**config.mk**
```make
export PLATFORM = sky130hd
export DESIGN_NAME = lcd_line_timing
export DESIGN_NICKNAME = d
export VERILOG_FILES = /design/src/rtl/video_timing_pkg.sv /design/src/rtl/lcd_line_timing_stat_irq_gen.sv /design/src/rtl/lcd_line_timing.sv
export SDC_FILE = /design/constraint.sdc
export NUM_CORES = 1
export LEC_CHECK = 0
export ABC_AREA = 1
export CAP_MARGIN = 20
export CELL_PAD_IN_SITES_DETAIL_PLACEMENT = 1
export CELL_PAD_IN_SITES_GLOBAL_PLACEMENT = 1
export CORE_MARGIN = 10
export CORE_UTILIZATION = 35
export CTS_CLUSTER_SIZE = 12
export DETAILED_ROUTE_END_ITERATION = 6
export PLACE_DENSITY_LB_ADDON = 0.1
export SLEW_MARGIN = 25
export SYNTH_ARGS = -nofsm -noshare
export SYNTH_HDL_FRONTEND = slang
export SYNTH_SLANG_ARGS = --single-unit
```
**constraint.sdc**
```tcl
create_clock -name clk -period 3.81 [get_ports clk]
set_clock_uncertainty 0.15 [all_clocks]
set_input_delay 0.762 -clock clk [delete_from_list [all_inputs] [get_ports clk]]
set_output_delay 0.762 -clock clk [all_outputs]
set_load 0.005 [all_outputs]
```
**src/rtl/video_timing_pkg.sv**
```systemverilog
// Shared types and timing constants for the DMG PPU line/dot timing.
// Mode encoding matches STAT[1:0].
package video_timing_pkg;

    typedef enum logic [1:0] {
        MODE_HBLANK = 2'd0,
        MODE_VBLANK = 2'd1,
        MODE_OAM    = 2'd2,
        MODE_XFER   = 2'd3
    } ppu_mode_t;

    localparam logic [8:0] DOTS_PER_LINE   = 9'd456;
    localparam logic [7:0] LINES_PER_FRAME = 8'd154;
    localparam logic [7:0] VBLANK_LINE     = 8'd144;
    localparam logic [8:0] OAM_DOTS        = 9'd80;
    localparam logic [8:0] MODE3_MAX       = 9'd289;
    localparam logic [8:0] LY153_ZERO_DOT  = 9'd4;

    localparam int STAT_IE_HBLANK = 0;
    localparam int STAT_IE_VBLANK = 1;
    localparam int STAT_IE_OAM    = 2;
    localparam int STAT_IE_LYC    = 3;

endpackage

```
**src/rtl/lcd_line_timing_stat_irq_gen.sv**
```systemverilog
// STAT interrupt combiner with rising-edge-only pulse generation.
// Overlapping sources keep the line high, so no second pulse is raised.
import video_timing_pkg::*;

module stat_irq_gen (
    input  logic       clk,
    input  logic       nreset,
    input  logic       en,
    input  logic       active,
    input  ppu_mode_t  mode,
    input  logic       lyc_match,
    input  logic [3:0] stat_ie,
    output logic       int_stat
);

    logic stat_line;
    logic stat_line_q;

    // OR of all enabled STAT sources; quiet until the timing is running
    always_comb begin
        stat_line = active & (
            (stat_ie[STAT_IE_HBLANK] & (mode == MODE_HBLANK)) |
            (stat_ie[STAT_IE_VBLANK] & (mode == MODE_VBLANK)) |
            (stat_ie[STAT_IE_OAM]    & (mode == MODE_OAM))    |
            (stat_ie[STAT_IE_LYC]    & lyc_match));
    end

    // Edge detect the combined line into a one-cycle request
    always_ff @(posedge clk) begin
        if (!nreset || !en) begin
            stat_line_q <= 1'b0;
            int_stat    <= 1'b0;
        end else begin
            stat_line_q <= stat_line;
            int_stat    <= stat_line & ~stat_line_q;
        end
    end

endmodule

```
**src/rtl/lcd_line_timing.sv**
```systemverilog
// Scanline/dot timing generator: LY, dot index, PPU mode and IRQs.
// Optional macro LY153_QUIRK_EN: LY reads 0 from dot 4 of line 153.
import video_timing_pkg::*;

module lcd_line_timing (
    input  logic       clk,
    input  logic       nreset,
    input  logic       lcd_en,
    input  logic [7:0] lyc,
    input  logic [3:0] stat_ie,
    input  logic       rend_done,
    output logic [7:0] v,
    output logic [8:0] lx,
    output ppu_mode_t  mode,
    output logic       lyc_match,
    output logic       int_vblank,
    output logic       int_stat
);

    logic       en_q;
    logic [7:0] ln_q;
    logic [8:0] cnt_q;
    logic [8:0] lx_n;
    logic [7:0] ln_n;
    logic [7:0] v_n;
    logic [8:0] cnt_n;
    ppu_mode_t  mode_n;

    // Next dot position, visible LY and mode for the coming dot
    always_comb begin
        lx_n = lx + 9'd1;
        ln_n = ln_q;
        if (!en_q) begin
            lx_n = '0;
            ln_n = '0;
        end else if (lx == DOTS_PER_LINE - 9'd1) begin
            lx_n = '0;
            ln_n = (ln_q == LINES_PER_FRAME - 8'd1) ? 8'd0 : ln_q + 8'd1;
        end
        v_n = ln_n;
`ifdef LY153_QUIRK_EN
        if (ln_n == LINES_PER_FRAME - 8'd1 && lx_n >= LY153_ZERO_DOT) begin
            v_n = '0;
        end
`endif
        if (ln_n >= VBLANK_LINE) begin
            mode_n = MODE_VBLANK;
        end else if (lx_n < OAM_DOTS) begin
            mode_n = MODE_OAM;
        end else if (lx_n == OAM_DOTS) begin
            mode_n = MODE_XFER;
        end else if (mode == MODE_XFER && !rend_done && cnt_q < MODE3_MAX) begin
            mode_n = MODE_XFER;
        end else begin
            mode_n = MODE_HBLANK;
        end
        cnt_n = (mode_n == MODE_XFER) ? cnt_q + 9'd1 : 9'd0;
    end

    // Timing state; LCD off holds everything at reset values
    always_ff @(posedge clk) begin
        if (!nreset || !lcd_en) begin
            en_q       <= 1'b0;
            ln_q       <= '0;
            cnt_q      <= '0;
            v          <= '0;
            lx         <= '0;
            mode       <= MODE_HBLANK;
            lyc_match  <= 1'b0;
            int_vblank <= 1'b0;
        end else begin
            en_q       <= 1'b1;
            ln_q       <= ln_n;
            cnt_q      <= cnt_n;
            v          <= v_n;
            lx         <= lx_n;
            mode       <= mode_n;
            lyc_match  <= (v_n == lyc);
            int_vblank <= (ln_n == VBLANK_LINE) && (lx_n == 9'd0);
        end
    end

    stat_irq_gen u_stat (
        .clk       (clk),
        .nreset    (nreset),
        .en        (lcd_en),
        .active    (en_q),
        .mode      (mode),
        .lyc_match (lyc_match),
        .stat_ie   (stat_ie),
        .int_stat  (int_stat)
    );

endmodule

```
# ---- Word-level counts from Yosys, hierarchy flattened
# Index checks and enable logic that the tools add are counted.
dict set report op_classes {
  eq_ne 9
  n_bitwise 11
  magnitude_cmp 3
  n_reduce_logical 10
  muxes 10
  n_addsub 3
}
# operator n
set ops {}
lappend ops {{two-way mux 8 bit} 3}
lappend ops {{adder 9 x 1 -> 9 bit (second input constant)} 2}
lappend ops {{two-way mux 9 bit} 2}
lappend ops {{== test 8 bit (second input constant)} 2}
lappend ops {{== test 9 x 7 -> 1 bit (second input constant)} 1}
lappend ops {{== test 9 bit (second input constant)} 1}
lappend ops {{zero test 9 bit} 1}
lappend ops {{less-than comparator 9 x 7 -> 1 bit (second input constant)} 1}
lappend ops {{less-than comparator 9 bit (second input constant)} 1}
lappend ops {{adder 8 x 1 -> 8 bit (second input constant)} 1}
lappend ops {{== test 8 bit} 1}
lappend ops {{greater-or-equal comparator 8 bit (second input constant)} 1}
lappend ops {{two-way mux 2 bit} 4}
lappend ops {{AND 1 bit} 6}
lappend ops {{== test 2 bit (second input constant)} 3}
lappend ops {{logical AND 1 bit} 3}
lappend ops {{zero test 1 bit} 3}
lappend ops {{bitwise OR 1 bit} 3}
lappend ops {{== test 2 x 1 -> 1 bit (second input constant)} 1}
lappend ops {{zero test 2 bit} 1}
lappend ops {{inverter 1 bit} 2}
lappend ops {{OR reduction 2 bit} 1}
lappend ops {{logical OR 1 bit} 1}
lappend ops {{two-way mux 1 bit} 1}
dict set report totals {
  regBits 33
  out_inout_bits 22
  in_bits 16
  elab_cells 55
}

# ---- Logic depth before layout (Yosys ltp)
# Gate-level depths: netlist of the first run.
dict set report logic_depth {
  ltp_word 10
  depth_mapped 14
  ltp_nobuf 14
}

# ---- Modules after synthesis
# Synthesis of the first run repeated with hierarchy kept, for this count alone.
dict set report hier_totals {
  hier_cells 309
  hier_area_um2 1958.1
}
# mod seq_area_each_um2 instances cells_per_inst area_each_um2
set modules_own_cells {}
lappend modules_own_cells {lcd_line_timing 620.6 1 290 1834.3}
lappend modules_own_cells {stat_irq_gen 40.0 1 19 123.9}

# ---- Least setup slack after synthesis of the first run
# No wires, ideal clock.
dict set report synth_timing {
  path_kind {register to register}
  startpoint {register lx[0]}
  endpoint {register mode[0]}
  stages_incl_launch_ff 14
  arrival_ns 1.560
  path_slack_ns 1.969
  required_time_ns 3.529
  period_less_slack_ns 1.841
  setup_time_ns 0.131
  path_buffers 0
  cell_sequence {dfxtp_1 > ha_1 > nand2_2 > clkinv_2 > nand2_4 > nor2_8 > nor2_4 > nand2_2 > nor2_2 > nor2_4 > nand2_2 > nand2_2 > nand2_4 > a21oi_2}
}
dict set report synth_between {
  elab_chain_cells 7
  word_cells_on_any_way 12
  classes_between {1 x add/sub; 2 x order compare; 2 x eq/ne; 7 x mux}
}
# element line
set synth_rtl {}
lappend synth_rtl {{from (decl)} lcd_line_timing.sv:13} ;# output logic [8:0] lx,
lappend synth_rtl {{from (signal assigned)} lcd_line_timing.sv:76} ;# lx <= lx_n;
lappend synth_rtl {{branches (longest 6 deep; another with adder 9 x 1 -> 9 bit)} --}
lappend synth_rtl {{two-way mux 2 bit *} lcd_line_timing.sv:46} ;# if (ln_n >= VBLANK_LINE) begin
lappend synth_rtl {{to (signal assigned)} lcd_line_timing.sv:77} ;# mode <= mode_n;
lappend synth_rtl {{to (decl)} lcd_line_timing.sv:14} ;# output ppu_mode_t mode,
# Mark *: on every way between the ends.
# A chain may end at the register's enable or synchronous reset.

==> results.cfg, run 1 <==
[outcome]
status = finished clean

[worst_setup_path]
worst-path-max-fanout = 5
startpoint_type = flop
arrival_ns = 1.29
worstPathCellList = clkdlybuf4s50_1
crit_path_max_incr_delay_ns = 0.56
cp_slowest_cell = clkdlybuf4s50_1
critPathLaunch = ln_q[0]
critPathKind = reg2out
cp.buffers_inverters = 1
required_ns = 2.90
cp-end-kind = output pin
crit_family = buffers and inverters
r2r-start = lx[0]

[sta]
setup_viol = 0
tns_ns = 0
layout_min_cycle_time_ns = 2.20
worst_pin_slew_ns = 0.499
fmax_mhz = 454
rsz0062_at_grt = false
hold_viol_final = 0
relSlewSlack_pct = 66.7
drv_slew = 0
fin_ws_ns = 1.61
min_period_over_period_pct = 57.8

[clock_tree]
root_buffer = clkbuf_8
clk_pin_slew_ns = 0.07
ctsHoldBuffers = 0
cts_buffer_depth = 2
cts_resized = 0
cts_tree = yes
htreeDepth = 2
cts_setup_buffers = 0
clkLatencyLatePin_ns = 0.29
numCtsBuffers = 5
cts_num_sinks = 33

[synth]
postSynthAreaPerCell_sq_um = 7.10
synth-edff-count = 0
yosysTopAreaCell = dfxtp_1
synth_top_area_share_pct = 32.7
ys_top_cells_by_count = 64 x nand2_1, 38 x nor2_1, 35 x inv_1, 33 x dfxtp_1, 26 x nand3_1
yosys_most_used_dff = dfxtp_1
syn_nets = 305
yosys_register_bits = 33
ys_seq_area_share_pct = 32.7
synthMostInstantiatedCell = nand2_1
synthTopCellsByArea = dfxtp_1 33%, nand2_1 12%, nor2_1 7.1%
ys_async_sr_fraction_pct = 0
syn-instance-count = 285
yosysWarningCount = 0
syn_area_sq_mm = 0.00202
ys_types = 31

[worst_hold_path]
worstHoldStart = u_stat.stat_line_q
min_path_type = reg2reg

[die]
start_util_pct = 36.3
die_w_um = 96.0
io_pins = 38
core_sq_mm = 0.00557
rows = 27
dieArea_sq_mm = 0.00922
die_y_um = 96.0

[global_routing]
grt_pass1_wl_um = 9460
grt_usage_pct = 12.9
antenna_found_initial = 0
grt_max_degree = 14
grt_overflow_total = 0
grt_pass1_vias = 1987

[cells_and_area]
multi_input_area_sq_mm = 0.00121
synthToLayoutAreaGrowth_pct = 29.1
insertedDiodeCount = 0
seq_area_sq_um = 661
drive_gt1_share_pct = 14.3
final_nets = 347
fillers = 727

[place]
place_congestion = 0.806
port_buffers = 37
dpl_worst_slack_ns = 1.33
dpl.hpwl_um = 4510

[pwr]
leakage_nw = 1.10
irDropWorstVdd_mv = 0.140
p_per_area_mw_per_mm2 = 302

[detailed_routing]
final_antenna_net_count = 0
vias = 1925
vias_per_cell = 4.81
drt_iter0_markers = 44
drt-total-wl_um = 5600
avgRoutedWirePerCell_um = 14.0
drc = 0
drt_pass1_iterations = 4

[job]
drv_cap = 0
-- layout make-up --
cell class	instances	area share [%]
clock inverter	3	2.49
clock buffer	5	2.63
sequential	33	25.3
tap	72	3.45
timing repair buffer	38	14.5
inverter	38	5.51
multi-input combinational	211	46.2
-- per-layer routing --
layer	vias to the layer above	GRT usage, %	share of wire (%)
met5	-	0	0
met4	0	3.32	0.79
met3	5	3.27	5.4
met2	38	22.3	48
met1	890	15.5	45
li1	992	-	-
-- flip-flops by register name, summed over array words and instances (netlist names), 2 cells and up --
| register | flops |
|---|---|
| mode | 2 |
| cnt_q | 9 |
| ln_q | 8 |
| lx | 9 |
-- per-stage QoR --
stage / instance area (sq um) / std cells / hold WS, ns / total power, mW / utilization [%]
after floorplan: 2020 / 285 / 0.225 / 0.381 / -
after global placement: 2480 / 392 / 0.237 / 0.405 / 44.5
after detailed placement: 2480 / 392 / 0.238 / 0.406 / 44.5
after CTS: 2610 / 400 / 0.248 / 0.798 / 46.9
after global routing: 2610 / 400 / 0.266 / 0.822 / 46.9
final: 2610 / 400 / 0.241 / 0.789 / 46.9
-- final timing paths --
check / cells past startpoint / to / slack, ns
worst max register to register: 13 / mode[0] / 1.67
worst max-delay path: 1 / v[0] / 1.61
worst min-delay path: 1 / u_stat.int_stat / 0.24
worst min register to register: 1 / u_stat.int_stat / 0.24
-- power by group --
part           switching [mW]  leakage, nW  total (mW)  internal [mW]
sequential            0.00316        0.266       0.350          0.347
clock                   0.132       0.0681       0.391          0.260
combinational          0.0230        0.763      0.0473         0.0244
-- logic make-up after synthesis --
| group | after synthesis | synth area share [%] |
|---|---|---|
| xor+xnor | 13 | 5.63 |
| buf+inv | 41 | 7.73 |
| simple gates | 184 | 48.7 |
| fa+ha+maj | 4 | 2.47 |
| flops | 33 | 32.7 |
| compound gates | 10 | 2.84 |
-- cell usage in the layout (no fill, tap or decap), types with 6 or more instances in the layout --
cell type / n
nor3_1: 7
nand2_4: 6
clkdlybuf4s50_1: 37
nand3_1: 26
nor2_1: 38
nor3_2: 9
nand2_1: 64
nand4_1: 11
xor2_1: 8
inv_1: 35
dfxtp_1: 33
No activity file was read; power rests on OpenSTA's default activity.
==> run 2, diff against run 1 <==
==> constraint.sdc (replaced) <==
create_clock -name clk -period 2.3 [get_ports clk]
set_clock_uncertainty 0.15 [all_clocks]
set_input_delay 0.46 -clock clk [delete_from_list [all_inputs] [get_ports clk]]
set_output_delay 0.46 -clock clk [all_outputs]
set_load 0.005 [all_outputs]
==> run 2 against run 1 <==
- global-route usage is 0.39 points higher
- critical endpoint is now int_vblank
- wire length grew 2.3%
- flip-flop and latch count unchanged
- first-iteration DRC count grew 52%
- largest power group unchanged
- final cell count grew 0.50%
==> results.cfg, run 2 (same netlist as run 1, synthesis figures left out) <==
[detailed_routing]
drt_iter0_markers = 67
drt-total-wl_um = 5730
final_antenna_net_count = 0
drt_pass1_iterations = 4
vias_per_cell = 4.77
vias = 1918
drc = 0
avgRoutedWirePerCell_um = 14.2

[die]
die_y_um = 96.0
start_util_pct = 36.3
core_sq_mm = 0.00557
dieArea_sq_mm = 0.00922
io_pins = 38
rows = 27
die_w_um = 96.0

[sta]
layout_min_cycle_time_ns = 2.07
min_period_over_period_pct = 90.2
fmax_mhz = 482
worst_pin_slew_ns = 0.371
rsz0062_at_grt = false
setup_viol = 0
hold_viol_final = 0
whs_ns = 0.244
relSlewSlack_pct = 75.2
drv_slew = 0
tns_ns = 0

[clock_tree]
clkLatencyLatePin_ns = 0.29
cts_num_sinks = 33
clk_pin_slew_ns = 0.07
cts_tree = yes
ctsHoldBuffers = 0
root_buffer = clkbuf_8
cts_buffer_depth = 2
htreeDepth = 2
numCtsBuffers = 5

[worst_setup_path]
required_ns = 2.37
crit_family = simple AND/OR/NAND/NOR gates
cp.buffers_inverters = 0
cp_slowest_cell = dfxtp_1
worst-path-max-fanout = 9
startpoint_type = flop
critPathKind = reg2reg
arrival_ns = 2.14
worstPathCellList = ha_1, nand2_2, nor2_4, nand2_4, nand2_2, nand2_4, nand3_1, nand2_1, nor3_1, nand2_1, nor2_1
crit_path_max_incr_delay_ns = 0.37
cp-end-kind = flop

[place]
place_congestion = 0.856
placed_cells = 394
port_buffers = 37
dpl.hpwl_um = 4740

[pwr]
p_per_area_mw_per_mm2 = 500
power_mw = 1.31
irDropWorstVdd_mv = 0.348
leakage_nw = 1.11

[cells_and_area]
largest_registers = cnt_q: 9 flops, lx: 9 flops, ln_q: 8 flops
final_cell_mix = 64 x nand2_1, 38 x nor2_1, 37 x clkdlybuf4s50_1, 35 x inv_1, 32 x dfxtp_1
layout_commonest_cell = nand2_1
fin_cells = 402
drive_gt1_share_pct = 15.2
synthToLayoutAreaGrowth_pct = 29.9
final_nets = 349
final_util_pct = 47.2
insertedDiodeCount = 0

[global_routing]
grt_overflow_total = 0
grt_max_degree = 14
grt_pass1_vias = 2019
grt_pass1_wl_um = 9670
grt_usage_pct = 13.3
antenna_found_initial = 0

[worst_hold_path]
min_path_type = reg2reg

[job]
drv_cap = 0

[outcome]
status = finished clean
## run 2: changes by cell type in the layout (fill, tap and decap cells not counted)
| cell | delta |
|---|---|
| buf_4 | +2 |
| dfxtp_2 | +1 |
| dfxtp_1 | -1 |
## run 2: routing by layer
| metal | wire length (um) | up-vias | GRT usage (%) |
|---|---|---|---|
| met4 | 97 | 0 | 4.91 |
| li1 | - | 995 | - |
| met1 | 2560 | 884 | 15.9 |
| met5 | 0 | - | 0 |
| met3 | 231 | 8 | 3.19 |
| met2 | 2840 | 31 | 22.5 |
## run 2: worst paths after layout
kind	cells after the start	slack [ns]	startpoint	endpoint
worst min-delay path	1	0.24	u_stat.stat_line_q	u_stat.int_stat
worst max register to register	11	0.23	lx[1]	int_vblank
worst max-delay path	11	0.23	lx[1]	int_vblank
worst min register to register	1	0.24	u_stat.stat_line_q	u_stat.int_stat
## run 2: final cells by class
class | instances | area, sq um
clock inverter | 3 | 65.1
sequential | 33 | 662
fill | 747 | 2950
clock buffer | 5 | 68.8
tap | 72 | 90.1
inverter | 38 | 144
timing repair buffer | 40 | 393
multi-input combinational | 211 | 1210
## run 2: worst register-to-register path: cells and delay by family (launching register included)
kind | cells | cell delay [ns]
flops | 1 | 0.37
fa+ha+maj | 1 | 0.22
simple gates | 10 | 1.27
## run 2: timing repair
action,in CTS,in global routing
setup buffers,0,0
resized for setup,0,1
endpoints found under the setup margin,0,3
## run 2: stage by stage
| stage | instance area [sq um] | setup slack [ns] |
|---|---|---|
| floorplan | 2020 | 0.459 |
| global route | 2630 | 0.0297 |
| finish | 2630 | 0.226 |
| detailed placement | 2490 | 0.225 |
| CTS | 2630 | 0.193 |
| global placement | 2490 | 0.232 |
## run 2: power by group
group          internal [mW]  switching [mW]
clock network          0.430           0.223
logic                 0.0416          0.0413
registers              0.574         0.00293
==> run 3, diff against run 2 <==
--- a/config.mk
+++ b/config.mk
@@ -13,7 +13,9 @@
 export CORE_UTILIZATION = 35
 export CTS_CLUSTER_SIZE = 12
 export DETAILED_ROUTE_END_ITERATION = 6
+export MAX_ROUTING_LAYER = met4
 export PLACE_DENSITY_LB_ADDON = 0.1
+export SKIP_CTS_REPAIR_TIMING = 1
 export SLEW_MARGIN = 25
 export SYNTH_ARGS = -nofsm -noshare
 export SYNTH_HDL_FRONTEND = slang
==> run 3 against run 2 <==
- utilization unchanged
- combinational power about the same
- non-clock buffer count unchanged
- hold slack about the same
- flip-flop and latch count unchanged
- sequential power about the same
- clock-buffer cell count unchanged
- clock power about the same
- global-route usage increased by 0.46 points
- wire length increased by 0.14%
- fmax increased by 0.12%
==> results.cfg, run 3 (same netlist as run 1, synthesis figures left out) <==
[outcome]
status = finished clean

[cells_and_area]
final_cell_area_sq_mm = 0.00263
synthToLayoutAreaGrowth_pct = 29.9
drive_gt1_share_pct = 15.2
final_cell_mix = 64 x nand2_1, 38 x nor2_1, 37 x clkdlybuf4s50_1, 35 x inv_1, 32 x dfxtp_1
layout_commonest_cell = nand2_1
final_nets = 349
fillers = 747
fin_cells = 402
insertedDiodeCount = 0
largest_registers = cnt_q: 9 flops, lx: 9 flops, ln_q: 8 flops

[die]
start_util_pct = 36.3
die_y_um = 96.0
die_w_um = 96.0
core_sq_mm = 0.00557
io_pins = 38
rows = 27
dieArea_sq_mm = 0.00922

[global_routing]
grt_pass1_vias = 2014
grt_pass1_wl_um = 9670
antenna_found_initial = 0
grt_usage_pct = 13.8
grt_overflow_total = 0
grt_max_degree = 14

[sta]
hold_viol_final = 0
whs_ns = 0.244
worst_pin_slew_ns = 0.371
rsz0062_at_grt = false
drv_slew = 0
layout_min_cycle_time_ns = 2.07
fmax_mhz = 483
relSlewSlack_pct = 75.2
tns_ns = 0
setup_viol = 0
min_period_over_period_pct = 90.1

[worst_setup_path]
r2r_end = int_vblank
required_ns = 2.37
cp.depth = 11
crit_path_max_incr_delay_ns = 0.37
cp-end-kind = flop
cp.buffers_inverters = 0
crit_end = int_vblank
ff2ff_setup_slack_ns = 0.23
worst-path-max-fanout = 9
cp_slowest_cell = dfxtp_1
startpoint_type = flop
worstPathCellList = ha_1, nand2_2, nor2_4, nand2_4, nand2_2, nand2_4, nand3_1, nand2_1, nor3_1, nand2_1, nor2_1
r2r-start = lx[1]
worst-r2r-cell-count = 11
crit_family = simple AND/OR/NAND/NOR gates
critPathLaunch = lx[1]
critPathKind = reg2reg
arrival_ns = 2.14

[place]
dpl.hpwl_um = 4740
placed_cells = 394
place_congestion = 0.869
port_buffers = 37
placed_area_sq_mm = 0.00249

[pwr]
power_mw = 1.31
leakage_nw = 1.11
irDropWorstVdd_mv = 0.348
p_per_area_mw_per_mm2 = 500

[clock_tree]
root_buffer = clkbuf_8
clk_pin_slew_ns = 0.07
cts_buffer_depth = 2
cts_tree = yes
cts_num_sinks = 33
htreeDepth = 2
numCtsBuffers = 5
clkLatencyLatePin_ns = 0.29

[detailed_routing]
vias = 1916
drc = 0
final_antenna_net_count = 0
vias_per_cell = 4.77
drt_iter0_markers = 59
drt-total-wl_um = 5740
drt_pass1_iterations = 4
avgRoutedWirePerCell_um = 14.3

[worst_hold_path]
min_path_type = reg2reg

[job]
drv_cap = 0
## run 3: cell counts in the layout (fill, tap and decap cells not counted)
Identical to the previous run, type by type.
## run 3: worst min path at each step
| stage | startpoint | slack (ns) | to | cells after the start |
|---|---|---|---|---|
| floorplan | u_stat.stat_line_q | 0.22 | u_stat.int_stat | 1 |
| global placement | u_stat.stat_line_q | 0.24 | u_stat.int_stat | 1 |
| detailed placement | u_stat.stat_line_q | 0.24 | u_stat.int_stat | 1 |
| CTS | u_stat.stat_line_q | 0.25 | u_stat.int_stat | 1 |
| global route | u_stat.stat_line_q | 0.26 | u_stat.int_stat | 1 |
| finish | u_stat.stat_line_q | 0.24 | u_stat.int_stat | 1 |
## run 3: cell type report
class                           instances  area, sq um  share of cell area, %
Clock inverter                          3         65.1                   2.48
Multi-Input combinational cell        211         1210                   45.9
Inverter                               38          144                   5.47
Tap cell                               72         90.1                   3.43
Sequential cell                        33          662                   25.2
Timing Repair Buffer                   40          393                   14.9
Clock buffer                            5         68.8                   2.62
## run 3: layer usage
layer  vias up  wire, um  GRT usage, %  part of all wire, %
li1        995         -             -                    -
met1       882      2620          16.3                   46
met2        31      2840          22.5                   50
met3         8       174          2.88                  3.0
met4         0        99          4.91                  1.7
met5         -         0             -                    0
## run 3: worst reg2reg max path: stages (launching register included)
cell	delay (ns)
dfxtp_1	0.37
ha_1	0.22
nand2_2	0.11
nor2_4	0.18
nand2_4	0.12
nand2_2	0.10
nand2_4	0.10
nand3_1	0.20
nand2_1	0.07
nor3_1	0.18
nand2_1	0.08
nor2_1	0.13
## run 3: through the flow
step / utilization [%] / setup slack [ns]
2_1_floorplan: - / 0.459
3_5_place_dp: 44.7 / 0.225
3_3_place_gp: 44.7 / 0.232
5_1_grt: 47.2 / 0.0297
4_1_cts: 47.1 / 0.193
6_report: 47.2 / 0.229
## run 3: power by group
group / switching (mW) / internal (mW) / total [mW]
clock: 0.224 / 0.430 / 0.654
combinational: 0.0413 / 0.0416 / 0.0830
sequential: 0.00293 / 0.574 / 0.577
total: 0.268 / 1.05 / 1.31
